`src/rtl/dmem_arbiter.sv`:
```
// dmem_arbiter: shares the single data-memory port between the pipeline's
// Memory stage (priority) and a host/debug requester.
// Optional feature macro: DMEM_ARB_STARVE_EN enables the starvation guard,
// which forces a one-cycle host slot by stalling the core after the host
// has been refused STARVE_LIMIT consecutive cycles.
//
// Host handshake (valid/ready): a transfer happens on any cycle where
// host_valid & host_ready. Once host_valid is raised it stays high, and all
// host_* fields stay stable, until the transfer cycle. host_ready is purely
// combinational and may depend on host_valid. Reads answer one cycle after
// the transfer via host_rvalid/host_rdata; writes produce no response.
module dmem_arbiter #(
  parameter int STARVE_LIMIT = 8,
  parameter int AW           = 32
) (
  input  logic          clk,
  input  logic          reset,
  // Memory-stage side
  input  logic          core_req,
  input  logic          core_we,
  input  logic [AW-1:0] core_addr,
  input  logic [31:0]   core_wdata,
  input  logic [2:0]    core_be,
  output logic [31:0]   core_rdata,
  output logic          core_stall,
  // Host/debug side
  input  logic          host_valid,
  output logic          host_ready,
  input  logic          host_we,
  input  logic [AW-1:0] host_addr,
  input  logic [31:0]   host_wdata,
  input  logic [2:0]    host_be,
  output logic          host_rvalid,
  output logic [31:0]   host_rdata,
  // dmem pins
  output logic          mem_we,
  output logic [AW-1:0] mem_a,
  output logic [31:0]   mem_wd,
  output logic [2:0]    mem_be,
  input  logic [31:0]   mem_rd
);

  logic grant_host;
  logic force_slot;

`ifdef DMEM_ARB_STARVE_EN
  localparam int CW = $clog2(STARVE_LIMIT + 1);

  logic [CW-1:0] wait_cnt;

  assign force_slot = (wait_cnt == CW'(STARVE_LIMIT));

  // Count consecutive refused host cycles; saturate, clear on transfer or idle
  always_ff @(posedge clk or posedge reset) begin
    if (reset) begin
      wait_cnt <= '0;
    end else if (host_valid && !grant_host) begin
      if (wait_cnt != CW'(STARVE_LIMIT)) begin
        wait_cnt <= wait_cnt + 1'b1;
      end
    end else begin
      wait_cnt <= '0;
    end
  end
`else
  // Guard compiled out: a slot is never forced, so the host only gets
  // cycles the core leaves free. STARVE_LIMIT is kept for a stable interface.
  assign force_slot = 1'b0 && (STARVE_LIMIT > 0);
`endif

  // Core has priority unless the starvation guard forces a host slot
  assign grant_host = host_valid && (!core_req || force_slot);
  assign host_ready = grant_host;
  assign core_stall = core_req && grant_host;

  // dmem read data goes straight back; the core ignores it while stalled
  assign core_rdata = mem_rd;

  // Port mux: host fields in a granted cycle, core fields otherwise
  always_comb begin
    mem_we = core_req && core_we;
    mem_a  = core_addr;
    mem_wd = core_wdata;
    mem_be = core_be;
    if (grant_host) begin
      mem_we = host_we;
      mem_a  = host_addr;
      mem_wd = host_wdata;
      mem_be = host_be;
    end
  end

  // Register host read data one cycle after an accepted read
  always_ff @(posedge clk or posedge reset) begin
    if (reset) begin
      host_rvalid <= 1'b0;
      host_rdata  <= '0;
    end else begin
      host_rvalid <= grant_host && !host_we;
      if (grant_host && !host_we) begin
        host_rdata <= mem_rd;
      end
    end
  end

endmodule

```
`config.mk`:
```
export PLATFORM = sky130hd
export DESIGN_NAME = dmem_arbiter
export DESIGN_NICKNAME = d
export VERILOG_FILES = /design/src/rtl/dmem_arbiter.sv
export SDC_FILE = /design/constraint.sdc
export NUM_CORES = 1
export LEC_CHECK = 0
export BUFFER_PORTS_ARGS = -buffer_cell sky130_fd_sc_hd__buf_2
export CORE_AREA = 2 2 120 122
export CTS_CLUSTER_DIAMETER = 120
export CTS_CLUSTER_SIZE = 25
export DETAILED_ROUTE_END_ITERATION = 8
export DIE_AREA = 0 0 122 124
export GPL_TIMING_DRIVEN = 0
export PLACE_DENSITY = 0.55
export SETUP_SLACK_MARGIN = 0.02
export SLEW_MARGIN = 20
export SYNTH_ARGS = -nofsm -noshare
export SYNTH_HDL_FRONTEND = slang
export SYNTH_SLANG_ARGS = --single-unit
```
`constraint.sdc`:
```
create_clock -name clk -period 1.85 [get_ports clk]
set_clock_uncertainty 0.2 [all_clocks]
set_input_delay 0.37 -clock clk [delete_from_list [all_inputs] [get_ports clk]]
set_output_delay 0.37 -clock clk [all_outputs]
set_load 0.01 [all_outputs]
```
-- After elaboration in Yosys (flattened, before gate mapping)
Cells that the tools add are included.
- output and inout port bits: 135
- word-level logic and storage cells: 12
- register bits: 33
- bits of input ports: 172
- muxes and demuxes: 4
- reductions and logical operators: 6
- operators with widths (cell ; number):
    two-way mux 32 bit ; 2
    logical AND 1 bit ; 4
    two-way mux 3 bit ; 1
    logical NOT 1 bit ; 2
    two-way mux 1 bit ; 1

-- Depth between registers and ports, before layout
- depth in word-level cells: 3
- depth in mapped cells: 6

-- Worst setup path before layout
OpenSTA, ideal clock, no wires.
- path type: input-to-output
- start: input port core_req
- end: output port mem_wd[12]
- data required time: 1280 ps
- path slack: 73 ps
- data arrival time: 1207 ps
- stages on the path: 5
- cell sequence: nand2b_1 -> buf_6 -> buf_6 -> buf_8 -> mux2_4
- cells in the longest elaborated chain, start to end: 3
- ends and longest elaborated chain (element ; line ; text):
    start, declared ; 19 ; input logic core_req,
    logical NOT 1 bit ; 72 ; assign grant_host = host_valid && (!core_req || force_slot);
    logical AND 1 bit ; 72 ;
    two-way mux 32 bit ; 85 ; if (grant_host) begin
    end, declared ; 38 ; output logic [31:0] mem_wd,
No other way between the ends.

-- Final worst setup path
- start: input port core_req
- end: output port mem_wd[6]
Same word-level chain as after synthesis.

==> reports/metrics.cfg <==
[placed_design]
place_area_um2 = 4150
dp_cells = 667
io_buffers = 305
post-dp-hpwl_um = 8190
gp_congestion = 0.678
pre_cts_ws_ns = -0.290

[global_route]
grt_usage = 0.115
grt_pass1_wl_um = 13400
grt_max_degree = 34
antenna_found_initial = 0
grt_pass1_vias = 2541
grt_overflow = 0

[route]
dr.pass1.iters = 4
vias = 2621
ant_nets = 0
via_per_inst = 3.84
routed_wl_um = 10200
wl_per_cell_um = 15.0
drc_errors = 0
drt_iter0_drc = 37

[timing]
rsz0062_at_grt = yes
fmax_mhz = 515
hold_slack_ns = 0.00679
maxSlewViolCount = 0
finalCritPeriodShare = 1.05
worst_pin_slew_ns = 0.720
setup_ws_ns = -0.0903
finalSetupTns_ns = -3.55
setup_viol = 58
hold_viol = 0
slew_headroom = 0.519
finalCriticalPeriod_ns = 1.94

[worst_setup_path]
path_buf_inv = 4
arrival_ns = 1.37
slowest_stage = mux2_4
worst-r2r-cell-count = 1
required_ns = 1.28
r2r_slack_ns = 0.89
startpoint_type = primary input
crit_chain = buf_8 > nand2b_4 > buf_8 > clkbuf_16 > mux2_4 > buf_6
cp_common_cell = buf_8
crit_family = buffers and inverters
r2r_end = host_rdata[29]
max_stage_delay_ns = 0.30
critical_path_class = primary input to output port
critPathCaptureType = output port
path_max_fanout = 5
r2r_start = host_rdata[29]

[clock_tree]
numClockSinks = 33
clockBufferDepth = 2
insertion_delay_ns = 0.28
htreeDepth = 2
cts_tree = built
cts.root.buffer_cell = clkbuf_16
holdBufCountCts = 0
cts_buffers = 5
clk_pin_slew_worst_paths_ns = 0.06

[logic_synthesis]
syn-num-nets = 354
syn_avg_cell_area_um2 = 13.2
synth-seq-cells = 33
synthCells = 182
ys_seq_area_frac = 0.344
synth_area_um2 = 2400
yosysWarnings = 0
ys_types = 13

[status]
failed_checks = setup timing
run_status = finished, violations left

[finish]
post-route-util = 0.365
fin_nets = 674
antennaDiodeCount = 0
postLayoutCellArea_um2 = 5010
fin_cells = 683
drive_gt1_frac = 0.928
syn_to_final_growth_pct = 109

[hold_path]
hp-class = primary input to async pin

[run]
cap_viol_max_count = 0

[power_and_ir_drop]
p_leak_nw = 2.78
vdd_drop_max_mv = 0.486
powerDensity_nw_per_um2 = 663
power_mw = 3.32

[floorplan]
die_h_um = 124
start_util = 0.175
fp.dieW_um = 122
die-area_um2 = 15100
rows = 43
core_um2 = 13700
io-pin-count = 307

-- layout make-up --
cell class,instances,area [µm²]
fillers,1379,8710
clock buffers,5,125
multi-input cells,103,1330
clock inverters,3,68.8
plain buffers,42,368
well taps,180,225
inverters,2,10.0
repair buffers,315,2050
flip-flops and latches,33,826
-- routing by layer --
| metal | routed length, µm | up-vias | track usage |
|---|---|---|---|
| met5 | 0 | - | 0 |
| met4 | 84 | 0 | 0.0309 |
| met3 | 806 | 8 | 0.0179 |
| met2 | 5350 | 136 | 0.204 |
| met1 | 3980 | 1222 | 0.145 |
| li1 | - | 1255 | - |
-- worst max path at each step --
stage          startpoint          to  slack (ns)  cells past startpoint
2_1_floorplan    core_req  mem_wd[12]        0.07                      5
3_3_place_gp     core_req   mem_a[10]       -0.29                      6
3_5_place_dp     core_req   mem_a[10]       -0.29                      6
4_1_cts        host_valid   mem_wd[9]       -0.11                      6
5_1_grt          core_req   mem_wd[6]       -0.12                      6
6_report         core_req   mem_wd[6]       -0.09                      6
-- synth_stat cells (all sizes together) --
| cell | n | area, µm² |
|---|---|---|
| mux2 | 99 | 1190 |
| buf | 44 | 343 |
| dfrtp | 33 | 826 |
| inv | 2 | 7.51 |
| a22o | 1 | 8.76 |
| conb | 1 | 3.75 |
| nand2b | 1 | 6.26 |
| nor3b | 1 | 18.8 |
-- report_power, final --
group / internal [mW] / switching (mW)
combinational: 0.778 / 0.517
sequential: 0.856 / 0.0620
clock: 0.777 / 0.333
-- flip-flops by register name (all words and copies together) (netlist names) --
| name | cells |
|---|---|
| host_rdata | 32 |
| host_rvalid | 1 |
-- timing repair --
item / in CTS / in global routing
pin swaps: 0 / 1
setup buffers: 4 / 2
endpoints found under the setup margin: 69 / 68
cloned: 4 / 1
resized for setup: 102 / 15
-- cells by family after synthesis --
family	count (synthesis)	synth area share
AOI/OAI and AO/OA	1	0.00365
buffers and inverters	46	0.146
DFF	33	0.344
muxes	99	0.494
other	1	0.00156
and+or+nand+nor	2	0.0104
-- layout by cell type, fill, tap and decap left out --
master     netlist  routed
nor3b_4          1       1
inv_4            0       1
buf_4           36      40
inv_2            0       1
mux2_1           1       1
mux2_4          19      46
a22o_1           1       1
clkbuf_16        0       6
dfrtp_1         33      33
bufinv_16        0       2
buf_8            2       4
mux2_2          79      52
buf_6            2      52
buf_16           0       4
buf_12           0       4
buf_2            4     252
inv_6            0       1
nand2b_4         0       1
conb_1           1       1
(Power assumes the default switching activity.)
